`src/rtl/zilla_mul_pkg.sv`:
```
// Shared definitions for the Zilla multiply path: widths, FSM encoding and
// the small Vedic cells that the 8x8 core is assembled from.
package zilla_mul_pkg;

    localparam int DATA_W = 32;
    localparam int CORE_W = 8;
    localparam int ITER   = (DATA_W / CORE_W) ** 2;

    typedef enum logic [1:0] {
        IDLE = 2'd0,
        CALC = 2'd1,
        DONE = 2'd2
    } state_t;

    // Urdhva-Tiryagbhyam 2x2: vertical products on the ends, crosswise sum in the middle.
    function automatic logic [3:0] vedic_2x2(input logic [1:0] a, input logic [1:0] b);
        logic s1, c1;
        s1 = (a[1] & b[0]) ^ (a[0] & b[1]);
        c1 = (a[1] & b[0]) & (a[0] & b[1]);
        return {(a[1] & b[1]) & c1, (a[1] & b[1]) ^ c1, s1, a[0] & b[0]};
    endfunction

    function automatic logic [7:0] vedic_4x4(input logic [3:0] a, input logic [3:0] b);
        logic [3:0] q0, q1, q2, q3;
        logic [4:0] mid;
        q0  = vedic_2x2(a[1:0], b[1:0]);
        q1  = vedic_2x2(a[3:2], b[1:0]);
        q2  = vedic_2x2(a[1:0], b[3:2]);
        q3  = vedic_2x2(a[3:2], b[3:2]);
        mid = {1'b0, q1} + {1'b0, q2};
        return {4'b0, q0} + {1'b0, mid, 2'b0} + {q3, 4'b0};
    endfunction

endpackage

```
`src/rtl/vedic_8x8.sv`:
```
// Combinational 8x8 Vedic multiplier: four 4x4 cells whose crosswise
// products are summed and aligned around the two vertical products.
module vedic_8x8
    import zilla_mul_pkg::*;
(
    input  logic [CORE_W-1:0]   a,
    input  logic [CORE_W-1:0]   b,
    output logic [2*CORE_W-1:0] p
);

    logic [7:0] q0, q1, q2, q3;
    logic [8:0] mid;

    assign q0  = vedic_4x4(a[3:0], b[3:0]);
    assign q1  = vedic_4x4(a[7:4], b[3:0]);
    assign q2  = vedic_4x4(a[3:0], b[7:4]);
    assign q3  = vedic_4x4(a[7:4], b[7:4]);
    assign mid = {1'b0, q1} + {1'b0, q2};
    assign p   = {8'b0, q0} + {3'b0, mid, 4'b0} + {q3, 8'b0};

endmodule

```
`src/rtl/vedic_mul32_seq.sv`:
```
// Iterative 32x32 multiplier: one byte pair per cycle through a shared 8x8
// Vedic core, shift-accumulated into 64 bits, sign fixed on the last pass.
module vedic_mul32_seq
    import zilla_mul_pkg::*;
(
    input  logic                clk,
    input  logic                rst_n,
    input  logic                in_valid,
    output logic                in_ready,
    input  logic [DATA_W-1:0]   a_in,
    input  logic [DATA_W-1:0]   b_in,
    input  logic                signed_in,
    input  logic                abort,
    output logic                out_valid,
    input  logic                out_ready,
    output logic [2*DATA_W-1:0] result,
    output logic                busy
);

    localparam logic [3:0] LAST_ITER = 4'(ITER - 1);

    state_t                state;
    logic [DATA_W-1:0]     a_mag, b_mag;
    logic                  neg;
    logic [2*DATA_W-1:0]   acc, acc_next, pp_shift;
    logic [3:0]            iter;
    logic [1:0]            ia, ib;
    logic [2:0]            pos;
    logic [CORE_W-1:0]     a_byte, b_byte;
    logic [2*CORE_W-1:0]   pp;

    // iter[1:0] walks the multiplicand bytes, iter[3:2] the multiplier bytes.
    assign ia       = iter[1:0];
    assign ib       = iter[3:2];
    assign a_byte   = a_mag[{ia, 3'b000} +: CORE_W];
    assign b_byte   = b_mag[{ib, 3'b000} +: CORE_W];
    assign pos      = {1'b0, ia} + {1'b0, ib};
    assign pp_shift = {48'b0, pp} << {pos, 3'b000};
    assign acc_next = acc + pp_shift;

    vedic_8x8 u_core (
        .a (a_byte),
        .b (b_byte),
        .p (pp)
    );

    // NOTE: all state, including the handshake flags, uses non-blocking assignment
    // so every register samples pre-edge values and the outputs are glitch-free.
    always_ff @(posedge clk) begin
        if (!rst_n) begin
            state     <= IDLE;
            in_ready  <= 1'b1;
            out_valid <= 1'b0;
            busy      <= 1'b0;
            result    <= '0;
            acc       <= '0;
            iter      <= '0;
            a_mag     <= '0;
            b_mag     <= '0;
            neg       <= 1'b0;
        end else begin
            case (state)
                IDLE: begin
                    if (in_valid) begin
                        // 0x80000000 negates to itself, which is the correct unsigned magnitude.
                        a_mag    <= (signed_in && a_in[DATA_W-1]) ? -a_in : a_in;
                        b_mag    <= (signed_in && b_in[DATA_W-1]) ? -b_in : b_in;
                        neg      <= signed_in & (a_in[DATA_W-1] ^ b_in[DATA_W-1]);
                        acc      <= '0;
                        iter     <= '0;
                        state    <= CALC;
                        in_ready <= 1'b0;
                        busy     <= 1'b1;
                    end
                end
                CALC: begin
                    if (abort) begin
                        state    <= IDLE;
                        in_ready <= 1'b1;
                        busy     <= 1'b0;
                    end else begin
                        acc  <= acc_next;
                        iter <= iter + 4'd1;
                        if (iter == LAST_ITER) begin
                            result    <= neg ? (~acc_next + 64'd1) : acc_next;
                            state     <= DONE;
                            out_valid <= 1'b1;
                        end
                    end
                end
                DONE: begin
                    if (abort || out_ready) begin
                        state     <= IDLE;
                        out_valid <= 1'b0;
                        in_ready  <= 1'b1;
                        busy      <= 1'b0;
                    end
                end
                default: begin
                    state     <= IDLE;
                    out_valid <= 1'b0;
                    in_ready  <= 1'b1;
                    busy      <= 1'b0;
                end
            endcase
        end
    end

endmodule

```
`config.mk`:
```
export PLATFORM = sky130hd
export DESIGN_NAME = vedic_mul32_seq
export DESIGN_NICKNAME = d
export VERILOG_FILES = /design/src/rtl/zilla_mul_pkg.sv /design/src/rtl/vedic_8x8.sv /design/src/rtl/vedic_mul32_seq.sv
export SDC_FILE = /design/constraint.sdc
export NUM_CORES = 1
export LEC_CHECK = 0
export ABC_AREA = 1
export BUFFER_PORTS_ARGS = -buffer_cell sky130_fd_sc_hd__buf_4
export CAP_MARGIN = 5
export CORE_MARGIN = 3
export CORE_UTILIZATION = 55
export CTS_BUF_LIST = sky130_fd_sc_hd__clkbuf_8
export DETAILED_ROUTE_END_ITERATION = 8
export PLACE_DENSITY = 0.76
export SLEW_MARGIN = 25
export SYNTH_ARGS = -nofsm -noshare
export SYNTH_HDL_FRONTEND = slang
export SYNTH_SLANG_ARGS = --single-unit
```
`constraint.sdc`:
```
create_clock -name clk -period 8.3 [get_ports clk]
set_input_delay 0.83 -clock clk [delete_from_list [all_inputs] [get_ports clk]]
set_output_delay 0.83 -clock clk [all_outputs]
set_load 0.02 [all_outputs]
```
==> results of run 1 <==
state kept, by name, indices dropped and copies added, names as in the netlist:
| signal | cells |
|---|---|
| a_mag | 32 |
| acc | 64 |
| b_mag | 32 |
| busy | 1 |
| in_ready | 1 |
| iter | 4 |
| neg | 1 |
| out_valid | 1 |
| result | 64 |
| state | 2 |
cells in the final DEF, fill, tap and decap left out, drive strengths merged, types with 3 or more instances in the layout:
cell type	netlist	routed
a211oi	3	3
o22ai	26	26
o21bai	5	5
nor4	7	7
a31oi	10	10
a21o	6	6
nand2	1211	1211
nor2	447	447
and3	4	4
nand3b	10	10
clkinvlp	0	4
xnor2	27	27
buf	17	624
inv	601	604
or2	10	10
ha	154	154
nor3	46	46
clkinv	6	15
nand3	220	220
a21oi	243	243
o21ai	158	158
o211ai	14	14
o221ai	7	7
dfxtp	202	202
xor2	62	62
nand4	33	33
o32ai	5	5
clkbuf	72	55
fa	13	13
bufinv	0	4
a22o	4	4
a32o	5	5
per-stage QoR:
| step | power (mW) | setup TNS (ns) |
|---|---|---|
| after global routing | 3.92 | -23.62 |
| after floorplan | 1.77 | 0 |
| after CTS | 3.57 | -0.00566 |
| final | 3.78 | -6.15 |
| after detailed placement | 2.30 | -24.47 |
| after global placement | 2.29 | -15.20 |
cell usage after synthesis, types with 27 or more instances:
master | count | area share
a21oi_1 | 243 | 0.059
clkbuf_1 | 72 | 0.013
dfxtp_1 | 202 | 0.20
ha_1 | 154 | 0.094
inv_1 | 588 | 0.11
nand2_1 | 1190 | 0.22
nand3_1 | 211 | 0.051
nand4_1 | 32 | 0.0097
nor2_1 | 426 | 0.078
nor3_1 | 37 | 0.0090
o21ai_0 | 151 | 0.037
xnor2_1 | 27 | 0.011
xor2_1 | 62 | 0.026
logic make-up after synthesis:
family	share of synthesized area
AO/OA/AOI/OAI	0.130
XOR/XNOR	0.0379
adder cells (fa/ha/maj)	0.106
buffers and inverters	0.127
flip-flops	0.197
multiplexers	0.000487
AND/OR/NAND/NOR	0.401
where the power goes:
group          switching, mW  total, mW  internal (mW)
Sequential            0.0297       1.05           1.02
Clock                  0.528       1.22          0.691
Combinational          0.931       1.52          0.587
worst min-delay path, delay by kind of cell (launching register included):
kind            cells  cell delay (ns)
compound gates      1             0.05
flops               1             0.33
simple gates        1             0.05
repair_timing:
action,4_1_cts,5_1_grt
buffers inserted,14,34
gates resized for setup,187,556
gates cloned,1,3
setup endpoints to repair,60,84
pin swaps,48,182
how the worst max path moves through the flow:
stage | start | endpoint | slack, ns
floorplan | iter[0] | result[51] | 0.15
CTS | iter[2] | result[51] | -0.006
global route | iter[2] | result[61] | -0.65
finish | iter[2] | result[38] | -0.27
global placement | iter[2] | result[57] | -0.46
detailed placement | iter[2] | result[57] | -0.63
layer usage:
metal  GRT usage  share of wire
met2       0.637           0.43
met1       0.496           0.37
met4       0.253          0.089
met5           0              0
met3      0.0801           0.11
area by class of cell:
cell class	count	area (µm²)
clock inverters	20	210
repair buffers	627	4900
multi-input cells	2741	16500
well taps	468	586
flip-flops and latches	202	4060
clock buffers	52	716
diodes	2	5.00
inverters	607	2280
fillers	2736	7450
==> flow_metrics.py, run 1 <==
metrics = {
    "clock_tree": {
        "cts_tree": "yes",
        "numCtsBuffers": 40,
        "cts.reportedPaths.clkPinSlew_ns": 0.07,
        "clk_latency_ns": 0.65,
        "clockBufferDepth": 3,
        "h-tree-depth": 2,
        "numClockSinks": 202,
        "cts_hold_buf": 0,
        "clock-root-buffer": "clkbuf_8",
    },
    "synthesis": {
        "synth_area_um2": 20600,
        "synth_enable_flop_cells": 0,
        "synthCells": 3639,
        "async_reset_ff_frac": 0,
        "synth.distinct_cells": 50,
        "synthFlopType": "dfxtp_1",
        "yosysWarnings": 0,
        "seq_area_frac_synth": 0.197,
        "ys_ff_latch": 202,
        "synth.net_count": 3876,
        "syn-mean-instance-area_um2": 5.65,
    },
    "timing": {
        "finalMaxSlewViolations": 0,
        "tightest_slew_ns": 1.01,
        "period_share": 1.03,
        "fin_ws_ns": -0.274,
        "skew_ns": 0.0434,
        "slew_headroom": 0.325,
        "hold_slack_ns": 0.456,
        "rsz0062_at_grt": "true",
        "fmax_mhz": 117,
        "fin_crit_ns": 8.57,
        "setup_viol": 40,
        "hold_viol_final": 0,
    },
    "setup_path": {
        "crit_arrival_ns": 9.11,
        "critical-path-max-stage-delay_ns": 0.43,
        "regToRegSetupSlack_ns": -0.27,
        "cp.depth": 55,
        "reg2reg_from": "iter[2]",
        "r2r-end": "result[38]",
        "crit_fanout": 7,
        "critPathKind": "flip-flop to flip-flop",
        "crit_top_cell": "nand2_2",
        "cp_top_family": "simple AND/OR/NAND/NOR gates",
        "cpMaxStageDelayCell": "dfxtp_4",
        "critPathBufInv": 8,
        "crit_path_end_kind": "flip-flop",
        "cp.required_ns": 8.83,
        "rr_worst_depth": 55,
        "critPathLaunchType": "flip-flop",
    },
    "power": {
        "p_leak_nw": 15.2,
        "peakVddDrop_mv": 0.149,
        "power.density_nw_per_um2": 129,
    },
    "floorplanning": {
        "dieArea_um2": 39800,
        "die_height_um": 199,
        "core_area_um2": 36700,
        "fp.dieW_um": 199,
        "io_pins": 137,
        "start_util": 0.561,
        "rows": 70,
    },
    "placed_design": {
        "place_hpwl_um": 63600,
        "portBuffers": 136,
        "post-place-ws_ns": -0.630,
        "placed_area_um2": 25200,
        "gp_congestion": 1.05,
        "place_inst": 4593,
    },
    "final_layout": {
        "drive_gt1_frac": 0.313,
        "final_cells": 4719,
        "layout.nets": 4456,
        "fin_util": 0.797,
        "fin_area_um2": 29200,
        "syn_to_final_growth_pct": 42.1,
    },
    "global_routing": {
        "grt_usage": 0.400,
        "grt_overflow_total": 0,
        "grt_max_degree": 69,
        "first_global_vias": 23800,
        "grt_pass1_wl_um": 124000,
        "antenna_found_initial": 2,
    },
    "routing": {
        "post_drt_wl_per_cell_um": 18.6,
        "vias": 26800,
        "drc": 2,
        "antenna_left": 0,
        "drt_iter0_markers": 3033,
        "drt-total-wl_um": 87800,
        "viasPerCell": 5.68,
        "dr.pass1.iters": 9,
    },
    "status": {
        "failed_checks": "DRC, setup timing",
        "status": "finished with violations",
    },
    "hold_path": {
        "worstHoldStart": "a_mag[21]",
        "hold_path_depth": 2,
        "whs_endpoint": "a_mag[21]",
        "min_path_type": "flip-flop to flip-flop",
    },
    "job": {
        "max_cap_violations": 0,
    },
}
Power figures use the tool's default switching activity.
==> run 2, diff against run 1 <==
--- a/config.mk
+++ b/config.mk
@@ -10,7 +10,7 @@
 export CAP_MARGIN = 5
 export CORE_MARGIN = 3
 export CORE_UTILIZATION = 55
-export CTS_BUF_LIST = sky130_fd_sc_hd__clkbuf_8
+export CTS_BUF_LIST = sky130_fd_sc_hd__clkbuf_2
 export DETAILED_ROUTE_END_ITERATION = 8
 export PLACE_DENSITY = 0.76
 export SLEW_MARGIN = 25
==> run 2 against run 1 <==
  * Clock-buffer cell count grew 25
  * Critical path depth is 1 higher
  * The run still ends with DRC, setup timing left
  * Fmax hardly changed
==> flow_metrics.py, run 2 (synthesis gave the netlist of run 1 again) <==
metrics = {
    "final_layout": {
        "syn_to_final_growth_pct": 42.6,
        "multi_input_area_um2": 16800,
        "drive_gt1_frac": 0.337,
        "register_area_um2": 4050,
        "nFillCells": 2704,
        "layout.nets": 4492,
        "final_common_cell": "nand2_1",
        "top_regs": "acc: 64 flops, result: 64 flops",
        "fin_util": 0.799,
        "final_cell_mix": "939 x nand2_1, 617 x buf_4, 533 x inv_1",
    },
    "floorplanning": {
        "start_util": 0.561,
        "die_height_um": 199,
        "io_pins": 137,
        "fp.dieW_um": 199,
        "dieArea_um2": 39800,
        "core_area_um2": 36700,
        "rows": 70,
    },
    "routing": {
        "drt-total-wl_um": 87000,
        "dr.pass1.iters": 9,
        "viasPerCell": 5.61,
        "drt_iter0_markers": 2819,
        "vias": 26700,
        "antenna_left": 0,
        "drc": 1,
        "post_drt_wl_per_cell_um": 18.3,
    },
    "timing": {
        "hold_viol_final": 0,
        "slew_headroom": 0.315,
        "finalMaxSlewViolations": 0,
        "period_share": 1.03,
        "setup_viol": 36,
        "fmax_mhz": 117,
        "skew_ns": 0.211,
        "hold_slack_ns": 0.0977,
        "fin_ws_ns": -0.271,
        "finalSetupTns_ns": -5.52,
        "tightest_slew_ns": 1.03,
        "rsz0062_at_grt": "true",
        "fin_crit_ns": 8.57,
    },
    "setup_path": {
        "regToRegSetupSlack_ns": -0.27,
        "reg2reg_from": "iter[2]",
        "crit_fanout": 7,
        "critical-path-max-stage-delay_ns": 0.40,
        "cpMaxStageDelayCell": "dfxtp_4",
        "crit_path_end_kind": "flip-flop",
        "critPathLaunchType": "flip-flop",
        "rr_worst_depth": 56,
        "crit_arrival_ns": 9.45,
        "r2r-end": "result[51]",
        "critPathKind": "flip-flop to flip-flop",
        "cp.required_ns": 9.18,
        "crit_top_cell": "nand2_1",
        "cp-startpoint": "iter[2]",
    },
    "power": {
        "pwr-share-clk": 0.230,
        "power.density_nw_per_um2": 114,
        "peakVddDrop_mv": 0.148,
        "p_comb_frac": 0.458,
        "p_int_mw": 1.90,
        "p_switching_mw": 1.45,
        "swShare": 0.432,
        "p_seq_frac": 0.312,
        "p_leak_nw": 15.5,
    },
    "placed_design": {
        "place_hpwl_um": 63600,
        "gp_congestion": 1.05,
        "portBuffers": 136,
        "post-place-ws_ns": -0.630,
    },
    "global_routing": {
        "antenna_found_initial": 3,
        "first_global_vias": 23800,
        "grt_usage": 0.398,
        "grt_overflow_total": 0,
        "grt_pass1_wl_um": 124000,
        "grt_max_degree": 69,
    },
    "hold_path": {
        "worstHoldStart": "b_in[13]",
        "whs_endpoint": "b_mag[13]",
        "min_path_type": "input port to flip-flop",
        "hold_path_depth": 3,
    },
    "clock_tree": {
        "numCtsBuffers": 57,
        "cts.reportedPaths.clkPinSlew_ns": 0.12,
        "h-tree-depth": 2,
        "numClockSinks": 202,
        "clk_latency_ns": 1.16,
        "cts_tree": "yes",
        "clockBufferDepth": 3,
        "clock-root-buffer": "clkbuf_2",
        "cts_hold_buf": 0,
    },
    "status": {
        "failed_checks": "DRC, setup timing",
        "status": "finished with violations",
    },
    "job": {
        "max_cap_violations": 0,
    },
}
[run 2: worst max path at each step]
stage	depth (start not counted)	slack [ns]	end
finish	56	-0.27	result[51]
global route	56	-0.63	result[63]
CTS	55	-0.02	result[51]
detailed placement	51	-0.63	result[57]
global placement	51	-0.46	result[57]
floorplan	55	0.15	result[51]
[run 2: power groups by stage]
| stage | combinational (mW) | clock [mW] | sequential (mW) |
|---|---|---|---|
| 6_report | 1.53 | 0.771 | 1.04 |
| 5_1_grt | 1.63 | 0.821 | 1.05 |
| 4_1_cts | 1.31 | 0.776 | 1.04 |
| 3_5_place_dp | 1.24 | 0 | 1.06 |
| 3_3_place_gp | 1.23 | 0 | 1.06 |
| 2_1_floorplan | 0.712 | 0 | 1.05 |
[run 2: critical path: cells and delay by family (launching register included)]
kind / cells / cell delay [ns]
flip-flops: 1 / 0.40
XOR/XNOR: 3 / 0.44
adder cells (fa/ha/maj): 7 / 1.84
buffers and inverters: 8 / 0.82
AO/OA/AOI/OAI: 11 / 1.52
AND/OR/NAND/NOR: 27 / 3.43
[run 2: repair_timing]
item                                    4_1_cts  5_1_grt
endpoints found under the setup margin       58       78
pin swaps                                    47      205
endpoints found under the hold margin         0        0
resized for setup                           175      681
gates cloned                                  1        3
buffers inserted                             15       54
[run 2: routing by layer]
layer	wire, µm	track usage	vias to the layer above
met4	7020	0.259	0
met2	38100	0.632	1458
met1	32600	0.494	12100
met5	0	0	-
met3	9250	0.0776	437
li1	-	-	12700
[run 2: per-stage QoR]
stage               area [µm²]  power [mW]  instances
floorplan                20600        1.77       3639
global placement         25200        2.29       4593
detailed placement       25200        2.30       4593
CTS                      26400        3.12       4702
global route             29300        3.50       4760
finish                   29300        3.35       4760
[run 2: final cells by class]
cell class	instances	share of cell area
multi-input combinational	2741	0.574
timing repair buffer	646	0.173
sequential	202	0.138
inverter	607	0.0782
tap	468	0.0200
clock buffer	77	0.0131
clock inverter	16	0.00350
antenna	3	0.000256
